[src/rtl/pc_pkg.sv]
// Shared types and defaults for the PC / instruction-fetch slice.
// Latency: n/a (declarations only).
// Backpressure: n/a.
package pc_pkg;

  typedef enum logic [1:0] {
    REQ  = 2'd0,  // fetch request outstanding at PC
    FULL = 2'd1,  // instruction held for decode
    DROP = 2'd2   // in-flight word will be discarded, then fetch pending target
  } fetch_state_t;

  localparam int          INSTR_W          = 32;
  localparam logic [31:0] DEFAULT_RESET_PC = 32'h0000_0000;
  localparam logic [31:0] DEFAULT_PC_STEP  = 32'd4;

endpackage

[src/rtl/pc_fetch_unit_if.sv]
// Instruction-memory req/ack port: req + addr out from fetch, ack + rdata back.
// Latency: memory may ack any number of cycles after req (minimum one).
// Backpressure: the requester holds req/addr stable until ack.
interface pc_fetch_unit_if;
  import pc_pkg::*;

  logic               imem_req;
  logic [31:0]        imem_addr;
  logic               imem_ack;
  logic [INSTR_W-1:0] imem_rdata;

  modport master (output imem_req, imem_addr, input  imem_ack, imem_rdata);
  modport slave  (input  imem_req, imem_addr, output imem_ack, imem_rdata);
endinterface

[src/rtl/pc_register.sv]
// Program-counter flop: loads the word-aligned D input when en is high.
// Latency: one cycle from en to q.
// Backpressure: none; holds value while en is low.
// Ports: clk, rst_n (sync, active-low -> RESET_PC), en, d (any alignment), q.
module pc_register #(
  parameter logic [31:0] RESET_PC = 32'h0000_0000
) (
  input  logic        clk,
  input  logic        rst_n,
  input  logic        en,
  input  logic [31:0] d,
  output logic [31:0] q
);

  always_ff @(posedge clk) begin
    if (!rst_n) begin
      q <= RESET_PC;
    end else if (en) begin
      // Instructions are word aligned; the low two bits are always dropped.
      q <= d & ~32'h0000_0003;
    end
  end

endmodule

[src/rtl/pc_fetch_unit.sv]
// PC register + fetch sequencer: requests imem at PC, holds one instruction for decode.
// Latency: instruction visible the cycle after imem_ack; new request the cycle after PC load.
// Backpressure: decode stalls by withholding pc_write/redirect; FULL holds instr indefinitely.
// Ports: clk, rst_n (sync, active-low), nextPC/pc_write/redirect from control, imem master port,
//        instr/instr_valid to decode, PC/pc_increment to the PC-source mux, addr_misaligned, busy.
module pc_fetch_unit
  import pc_pkg::*;
#(
  parameter logic [31:0] RESET_PC = DEFAULT_RESET_PC,
  parameter logic [31:0] PC_STEP  = DEFAULT_PC_STEP
) (
  input  logic               clk,
  input  logic               rst_n,
  input  logic [31:0]        nextPC,
  input  logic               pc_write,
  input  logic               redirect,
  pc_fetch_unit_if.master    imem,
  output logic [INSTR_W-1:0] instr,
  output logic               instr_valid,
  output logic [31:0]        PC,
  output logic [31:0]        pc_increment,
  output logic               addr_misaligned,
  output logic               busy
);

  fetch_state_t state_q, state_d;
  logic [31:0]  pending_q;
  logic         pc_en;
  logic [31:0]  pc_d;
  logic         pend_en;
  logic         capture;
  logic         clear_valid;
  logic         take_target;

  pc_register #(.RESET_PC(RESET_PC)) u_pc_register (
    .clk   (clk),
    .rst_n (rst_n),
    .en    (pc_en),
    .d     (pc_d),
    .q     (PC)
  );

  always_comb begin
    state_d     = state_q;
    pc_en       = 1'b0;
    pc_d        = nextPC;
    pend_en     = 1'b0;
    capture     = 1'b0;
    clear_valid = 1'b0;
    take_target = 1'b0;
    case (state_q)
      REQ: begin
        if (redirect) begin
          take_target = 1'b1;
          if (imem.imem_ack) begin
            // Word arrives together with the redirect: drop it, fetch the target next.
            pc_en = 1'b1;
          end else begin
            // Word still in flight: park the target until the stale ack drains.
            pend_en = 1'b1;
            state_d = DROP;
          end
        end else if (imem.imem_ack) begin
          capture = 1'b1;
          state_d = FULL;
        end
      end
      DROP: begin
        if (redirect) begin
          take_target = 1'b1;
          pend_en     = 1'b1;
          if (imem.imem_ack) begin
            // Latest redirect wins over the parked target.
            pc_en   = 1'b1;
            state_d = REQ;
          end
        end else if (imem.imem_ack) begin
          pc_en   = 1'b1;
          pc_d    = pending_q;
          state_d = REQ;
        end
      end
      FULL: begin
        if (pc_write || redirect) begin
          take_target = 1'b1;
          pc_en       = 1'b1;
          clear_valid = 1'b1;
          state_d     = REQ;
        end
      end
      default: state_d = REQ;
    endcase
  end

  always_ff @(posedge clk) begin
    if (!rst_n) begin
      state_q         <= REQ;
      pending_q       <= 32'h0000_0000;
      instr           <= '0;
      instr_valid     <= 1'b0;
      addr_misaligned <= 1'b0;
    end else begin
      state_q <= state_d;
      if (pend_en) begin
        pending_q <= {nextPC[31:2], 2'b00};
      end
      if (capture) begin
        instr       <= imem.imem_rdata;
        instr_valid <= 1'b1;
      end else if (clear_valid) begin
        instr_valid <= 1'b0;
      end
      addr_misaligned <= take_target && (nextPC[1:0] != 2'b00);
    end
  end

  // PC does not move in DROP, so PC is also the address of the word being drained.
  assign imem.imem_req  = (state_q == REQ) || (state_q == DROP);
  assign imem.imem_addr = PC;
  assign pc_increment   = PC + PC_STEP;
  assign busy           = (state_q != FULL);

endmodule

[src/flat_wrapper.sv]
// flat-port wrapper written by rule: the top's interface ports become plain ports
module pc_fetch_unit_flat import pc_pkg::*;
#(
  parameter logic [31:0] RESET_PC = DEFAULT_RESET_PC,
  parameter logic [31:0] PC_STEP  = DEFAULT_PC_STEP
)
  (clk, rst_n, nextPC, pc_write, redirect, instr, instr_valid, PC, pc_increment, addr_misaligned, busy, imem_imem_req, imem_imem_addr, imem_imem_ack, imem_imem_rdata);
  pc_fetch_unit_if imem_i ();
  input  logic clk;
  input  logic rst_n;
  input  logic [31:0] nextPC;
  input  logic pc_write;
  input  logic redirect;
  output logic [INSTR_W-1:0] instr;
  output logic instr_valid;
  output logic [31:0] PC;
  output logic [31:0] pc_increment;
  output logic addr_misaligned;
  output logic busy;
  output wire logic [$bits(imem_i.imem_req)-1:0] imem_imem_req;
  output wire logic [$bits(imem_i.imem_addr)-1:0] imem_imem_addr;
  input wire logic [$bits(imem_i.imem_ack)-1:0] imem_imem_ack;
  input wire logic [$bits(imem_i.imem_rdata)-1:0] imem_imem_rdata;
  assign imem_imem_req = imem_i.imem_req;
  assign imem_imem_addr = imem_i.imem_addr;
  assign imem_i.imem_ack = imem_imem_ack;
  assign imem_i.imem_rdata = imem_imem_rdata;
  pc_fetch_unit #(.RESET_PC(RESET_PC), .PC_STEP(PC_STEP)) u_core (.clk(clk), .rst_n(rst_n), .nextPC(nextPC), .pc_write(pc_write), .redirect(redirect), .imem(imem_i), .instr(instr), .instr_valid(instr_valid), .PC(PC), .pc_increment(pc_increment), .addr_misaligned(addr_misaligned), .busy(busy));
endmodule
[config.mk]
export PLATFORM = sky130hd
export DESIGN_NAME = pc_fetch_unit_flat
export DESIGN_NICKNAME = d
export VERILOG_FILES = /design/src/rtl/pc_pkg.sv /design/src/rtl/pc_fetch_unit_if.sv /design/src/rtl/pc_register.sv /design/src/rtl/pc_fetch_unit.sv /design/src/flat_wrapper.sv
export SDC_FILE = /design/constraint.sdc
export NUM_CORES = 1
export LEC_CHECK = 0
export CAP_MARGIN = 20
export CORE_MARGIN = 4
export CORE_UTILIZATION = 44
export CTS_BUF_LIST = sky130_fd_sc_hd__clkbuf_8
export DETAILED_ROUTE_END_ITERATION = 6
export PLACE_DENSITY = 0.83
export SYNTH_ARGS = -nofsm -noshare
export SYNTH_HDL_FRONTEND = slang
export SYNTH_SLANG_ARGS = --single-unit
[constraint.sdc]
create_clock -name clk -period 1.9 [get_ports clk]
set_input_delay 0.19 -clock clk [delete_from_list [all_inputs] [get_ports clk]]
set_output_delay 0.19 -clock clk [all_outputs]
set_load 0.02 [all_outputs]
==> qor.tcl, run 1 <==
set qor(max-vdd-ir-drop_uv) 516
set qor(ant_nets) 0
set qor(finish.net_count) 827
set qor(crit_path_end_kind) {output pin}
set qor(p_int_w) 0.00336
set qor(num-fill-cells) 766
set qor(maxClockFrequency_mhz) 478
set qor(type_of_origin_of_the_critical_path) {register}
set qor(clock_sink_count) 96
set qor(setup_viol) 19
set qor(via_count_of_the_first_global_routing_pass) 4448
set qor(power_leakage_nw) 2.82
set qor(routed_wl_mm) 14.3
set qor(num_rows) 37
set qor(p_sw_w) 0.00150
set qor(finalMaxSlewViolations) 0
set qor(cts-htree-levels) 3
set qor(ports) 201
set qor(grt_start_max_net_pins) 77
set qor(routed_wire_length_per_instance_um) 15.9
set qor(dr_total_vias) 4588
set qor(cts_buffers) 9
set qor(grt_first_pass_wirelength_mm) 21.2
set qor(cts_root_buf) {sky130_fd_sc_hd__clkbuf_8}
set qor(detailed_place_hpwl_mm) 10.2
set qor(ys_types) 34
set qor(insertion_delay_ns) 0.36
set qor(timing.final.hold_violations) 0
set qor(detailedRoute.firstIterationViolations) 190
set qor(powerDensity_mw_per_mm2) 666
set qor(synth_top_area_frac) 0.417
set qor(post-layout-total-power_w) 0.00486
set qor(run_status) {finished with violations}
set qor(timing.critical_path.required_ns) 1.71
set qor(postSynthCellCount) 546
set qor(tritoncts_clock_tree) {built}
set qor(path_clk_slew_ns) 0.08
set qor(critPathKind) {register to output pin}
set qor(die-area_mm2) 0.0122
set qor(critical_path_arrival_ns) 1.90
set qor(initial_antenna_violation_count) 0
set qor(synth_top_cells_by_area) {sky130_fd_sc_hd__dfxtp_1 (42%), sky130_fd_sc_hd__nand2_1 (11%), sky130_fd_sc_hd__a21boi_0 (7.7%)}
set qor(dr.pass1.iters) 4
set qor(port-buffer-count) 194
set qor(final.hold.worst_slack_ns) 0.255
set qor(synth_top_area_cell) {sky130_fd_sc_hd__dfxtp_1}
set qor(ys.flop_type) {sky130_fd_sc_hd__dfxtp_1}
set qor(part_of_the_cycle_the_worst_path_needs) 1.10
set qor(seqPwrFrac) 0.458
set qor(ys_top_cells_by_count) {sky130_fd_sc_hd__nand2_1 (130), sky130_fd_sc_hd__dfxtp_1 (96), sky130_fd_sc_hd__a21boi_0 (47)}
set qor(globalRouteOverflowTotal) 0
set qor(antenna_cells) 0
set qor(async_flop_share) 0
set qor(path_max_fanout) 6
set qor(hp-class) {primary input to register}
set qor(power.share.combinational) 0.303
set qor(grt_usage) 0.222
set qor(placeableCoreArea_mm2) 0.0103
set qor(yosys_warnings) 0
set qor(violations) {setup timing}
set qor(drive_above_1_share) 0.206
set qor(die_w_um) 110
set qor(cts-hold-fix-buffers) 0
set qor(netlist_area_mm2) 0.00461
set qor(finalClockSkew_ns) 0.00577
set qor(synth_edf_count) 0
set qor(fin_ws_ns) -0.192
set qor(share_clk_of_total_power) 0.239
set qor(rsz0062_at_grt) {yes}
set qor(effective_utilization_at_floorplan) 0.448
set qor(fp.dieH_um) 110
set qor(drc_violations_left) 0
set qor(area_delta_synth_final_pct) 58.3
set qor(period_minus_slack_ns) 2.09
set qor(post-synth-top-count-cell) {sky130_fd_sc_hd__nand2_1}
set qor(avgViaCountPerCell) 5.11
set qor(globalplace.congestion) 0.818
set qor(ctsLongestPathBuffers) 2
set qor(postSynthAreaPerCell_um2) 8.44
set qor(power.share.switching) 0.308
set qor(drv.max_cap_violation_count) 0
set qor(ys_seq_elements) 96
set qor(ys_seq_area_frac) 0.417
==> state kept, by name, summed over array words and instances, names as in the netlist <==
register and count:
u_core.addr_misaligned 1, u_core.instr 32, u_core.instr_valid 1, u_core.pending_q 30
u_core.state_q 2, u_core.u_pc_register.q 30
==> power groups by stage <==
stage | clock, W | combinational [W] | sequential [W]
after CTS | 0.00119 | 0.00143 | 0.00222
after floorplan | 0 | 0.000597 | 0.00242
after global routing | 0.00128 | 0.00157 | 0.00224
after detailed placement | 0 | 0.00146 | 0.00226
after global placement | 0 | 0.00143 | 0.00225
final | 0.00116 | 0.00147 | 0.00223
==> per-stage QoR <==
stage / worst slack [ns] / instance area, um^2 / cells / utilization / setup TNS (ns)
6_report: -0.192 / 7300 / 898 / 0.710 / -2.23
5_1_grt: -0.297 / 7300 / 898 / 0.710 / -4.13
4_1_cts: -0.199 / 7000 / 885 / 0.681 / -1.28
3_5_place_dp: -0.225 / 6830 / 865 / 0.665 / -2.22
3_3_place_gp: -0.171 / 6830 / 865 / 0.665 / -1.41
2_1_floorplan: 0.0137 / 4680 / 551 / - / 0
==> placed cells by master (no fill, tap or decap), types with 7 or more instances in the layout <==
master,Yosys,routed
sky130_fd_sc_hd__mux2i_1,30,30
sky130_fd_sc_hd__clkbuf_8,0,10
sky130_fd_sc_hd__o21ai_1,30,30
sky130_fd_sc_hd__a21boi_0,47,47
sky130_fd_sc_hd__clkdlybuf4s50_1,0,163
sky130_fd_sc_hd__dfxtp_2,0,12
sky130_fd_sc_hd__dfxtp_1,96,84
sky130_fd_sc_hd__a21boi_1,16,16
sky130_fd_sc_hd__buf_6,3,15
sky130_fd_sc_hd__nand4_1,13,13
sky130_fd_sc_hd__xnor2_2,0,10
sky130_fd_sc_hd__nor2_1,10,7
sky130_fd_sc_hd__xnor2_1,23,13
sky130_fd_sc_hd__buf_12,0,7
sky130_fd_sc_hd__a21oi_1,31,31
sky130_fd_sc_hd__nand2_1,130,128
sky130_fd_sc_hd__buf_4,39,70
==> worst paths after layout <==
check	to	slack [ns]	cells past startpoint	from
worst max register to register	u_core.u_pc_register.q[16]	0.36	4	u_core.state_q[1]
worst min-delay path	u_core.instr[21]	0.25	2	rst_n
worst max-delay path	pc_increment[21]	-0.19	9	u_core.u_pc_register.q[3]
worst min register to register	u_core.instr[3]	0.46	2	u_core.instr[3]
==> routing by layer <==
metal / vias to the layer above / wire length [um] / track usage
li1: 2223 / - / -
met1: 2159 / 5350 / 0.235
met2: 178 / 7470 / 0.410
met3: 28 / 1180 / 0.0687
met4: 0 / 281 / 0.0853
met5: - / 0 / 0
==> cells by family after synthesis <==
logic type	Yosys count	synth area share
buffers and inverters	74	0.102
multiplexers	30	0.0652
adder cells (fa/ha/maj)	1	0.00271
AO/OA/AOI/OAI	129	0.180
AND/OR/NAND/NOR	187	0.179
other	1	0.000814
XOR/XNOR	28	0.0532
flip-flops	96	0.417
==> layout make-up <==
class	instances	area, um^2	share of cell area
clock inverters	6	27.5	0.00377
flip-flops and latches	96	1940	0.265
well taps	136	170	0.0233
repair buffers	265	2550	0.349
inverters	4	15.0	0.00206
clock buffers	10	138	0.0189
multi-input cells	381	2460	0.338
==> repair_timing <==
action                                  CTS  global route
resized for setup                       140            47
pin swaps                                 7            20
buffers inserted                          4            14
endpoints found under the setup margin   30            22
==> critical path: stages, from the launching register on <==
cell                      delay (ns)
sky130_fd_sc_hd__dfxtp_2        0.37
sky130_fd_sc_hd__buf_6          0.10
sky130_fd_sc_hd__buf_6          0.09
sky130_fd_sc_hd__nand3_2        0.07
sky130_fd_sc_hd__nor2_2         0.14
sky130_fd_sc_hd__buf_6          0.16
sky130_fd_sc_hd__buf_12         0.13
sky130_fd_sc_hd__nand4_1        0.09
sky130_fd_sc_hd__xnor2_1        0.20
sky130_fd_sc_hd__buf_4          0.18
No activity file was read; power rests on OpenSTA's default activity.
==> inputs of run 2 (changes only) <==
- CELL_PAD_IN_SITES_DETAIL_PLACEMENT: not set -> 1
- CELL_PAD_IN_SITES_GLOBAL_PLACEMENT: not set -> 2
- CORE_UTILIZATION: 44 -> 24
- PLACE_DENSITY: 0.83 -> not set
- PLACE_DENSITY_LB_ADDON: not set -> 0.1
- SETUP_SLACK_MARGIN: not set -> 0.3
==> run 2 against run 1 <==
The flow still finishes with violations (setup timing). Non-clock buffer count grew 22. Clock power is 26% higher. First-iteration DRC count shrank 50%. Combinational power is essentially flat. Highest routed layer unchanged. Die area is 76% higher.
==> qor.tcl, run 2 (synthesis gave the netlist of run 1 again) <==
set qor(run_status) {finished with violations}
set qor(violations) {setup timing}
set qor(path_max_fanout) 8
set qor(timing.critical_path.slowest_cell_delay_ns) 0.36
set qor(grt_start_max_net_pins) 61
set qor(reg2reg_slack_ns) 0.41
set qor(via_count_of_the_first_global_routing_pass) 4743
set qor(cts_buffers) 9
set qor(grt_first_pass_wirelength_mm) 26.7
set qor(num_rows) 50
set qor(globalRouteOverflowTotal) 0
set qor(type_of_origin_of_the_critical_path) {register}
set qor(critPathKind) {register to output pin}
set qor(period_minus_slack_ns) 2.06
set qor(most-common-layout-cells) {sky130_fd_sc_hd__nand2_1 (127), sky130_fd_sc_hd__clkdlybuf4s50_1 (91), sky130_fd_sc_hd__buf_4 (85)}
set qor(die-area_mm2) 0.0215
set qor(ant_nets) 0
set qor(cts-htree-levels) 3
set qor(clock_sink_count) 96
set qor(placeableCoreArea_mm2) 0.0188
set qor(cts_root_buf) {sky130_fd_sc_hd__clkbuf_8}
set qor(placed_cells) 970
set qor(routed_wire_length_per_instance_um) 16.7
set qor(layout.area.seq_mm2) 0.00199
set qor(power_leakage_nw) 3.46
set qor(largest_register_ffs) 32
set qor(detailed_place_hpwl_mm) 11.9
set qor(finish.cell_count_without_fillers) 1018
set qor(num-fill-cells) 2195
set qor(dr.pass1.iters) 4
set qor(globalplace.congestion) 0.757
set qor(critical_path_arrival_ns) 1.87
set qor(multi_input_comb_area_mm2) 0.00262
set qor(hp-class) {primary input to register}
set qor(finish.net_count) 849
set qor(registers.top_by_ff_count) {u_core.instr}
set qor(postLayoutCellArea_mm2) 0.00785
set qor(ctsLongestPathBuffers) 2
set qor(tritoncts_clock_tree) {built}
set qor(area_delta_synth_final_pct) 70.4
set qor(post-layout-total-power_w) 0.00517
set qor(drive_above_1_share) 0.279
set qor(timing.critical_path.required_ns) 1.71
set qor(max-vdd-ir-drop_uv) 281
set qor(finalClockSkew_ns) 0.0117
set qor(port-buffer-count) 194
set qor(timing.final.hold_violations) 0
set qor(path_common_cell) {sky130_fd_sc_hd__nand4_1}
set qor(drv.max_cap_violation_count) 0
set qor(insertion_delay_ns) 0.37
set qor(part_of_the_cycle_the_worst_path_needs) 1.08
set qor(top_cell_family_by_delay_on_the_critical_path) {simple AND/OR/NAND/NOR gates}
set qor(drc_violations_left) 0
set qor(layout_top_registers) {u_core.instr x32, u_core.pending_q x30, u_core.u_pc_register.q x30}
set qor(antenna_cells) 0
set qor(placed_area_mm2) 0.00718
set qor(finalMaxSlewViolations) 0
set qor(dr_total_vias) 4609
set qor(ports) 201
set qor(worstPathCellList) {nand4_1 -> nor4_4 -> buf_6 -> nand4_1 -> xnor2_2 -> buf_4}
set qor(die_w_um) 147
set qor(maxClockFrequency_mhz) 486
set qor(fp.dieH_um) 147
set qor(powerDensity_mw_per_mm2) 658
set qor(initial_antenna_violation_count) 0
set qor(path_clk_slew_ns) 0.10
set qor(avgViaCountPerCell) 4.53
set qor(crit_path_end_kind) {output pin}
set qor(cts-hold-fix-buffers) 0
set qor(detailedRoute.firstIterationViolations) 95
set qor(crit_slowest_cell) {sky130_fd_sc_hd__dfxtp_4}
set qor(critical_path.n_buffers_inverters) 2
set qor(effective_utilization_at_floorplan) 0.246
set qor(routed_wl_mm) 17.0
set qor(grt_usage) 0.154
set qor(rsz0062_at_grt) {yes}
set qor(most_common_cell_after_layout_fill_and_taps_aside) {sky130_fd_sc_hd__nand2_1}
set qor(final.hold.worst_slack_ns) 0.280
set qor(setup_viol) 21
set qor(fin_ws_ns) -0.157
## run 2: cell count changes in the layout (fill, tap and decap cells not counted), sizes merged
cell | previous run | this run
clkinv | 4 | 2
clkbuf | 10 | 17
clkdlybuf4s50 | 163 | 91
bufinv | 0 | 2
buf | 95 | 121
dlygate4sd2 | 6 | 56
clkdlybuf4s15 | 0 | 1
inv | 6 | 7
dlymetal6s2s | 1 | 10
## run 2: per-stage QoR
step	setup TNS, ns	util	worst slack (ns)
after global placement	-3.07	0.383	-0.233
after global routing	-4.87	0.418	-0.331
after detailed placement	-3.36	0.383	-0.265
after CTS	-2.13	0.401	-0.208
final	-1.80	0.418	-0.157
after floorplan	0	-	0.205
## run 2: worst paths after layout
check                                             endpoint  cells past startpoint                 startpoint
worst min register to register            u_core.instr[17]                      2           u_core.instr[17]
worst max-delay path                      pc_increment[30]                      6  u_core.u_pc_register.q[8]
worst max register to register  u_core.u_pc_register.q[12]                      5          u_core.state_q[0]
worst min-delay path                      u_core.instr[10]                      2                      rst_n
## run 2: power by group
group	internal [W]	leakage [nW]	switching, W
Sequential	0.00214	0.800	0.0000879
Clock	0.000725	0.117	0.000735
Combinational	0.000693	2.54	0.000786
## run 2: repair_timing
item	4_1_cts	5_1_grt
endpoints found under the setup margin	104	47
gates resized for setup	254	53
pin swaps	23	27
buffers inserted	11	19
gates cloned	1	1
## run 2: area by class of cell
| cell class | instances | share of cell area |
|---|---|---|
| inverter | 4 | 0.00191 |
| sequential | 96 | 0.253 |
| clock inverter | 7 | 0.0104 |
| clock buffer | 9 | 0.0158 |
| timing repair buffer | 287 | 0.348 |
| tap | 234 | 0.0373 |
| multi-input combinational | 381 | 0.333 |
## run 2: per-layer routing
layer	GRT usage	wire (um)	share of wire	vias up
li1	-	-	-	2270
met1	0.189	7400	0.43	2192
met2	0.256	8230	0.48	136
met3	0.0605	1270	0.074	11
met4	0.0339	144	0.0084	0
met5	0	0	0	-
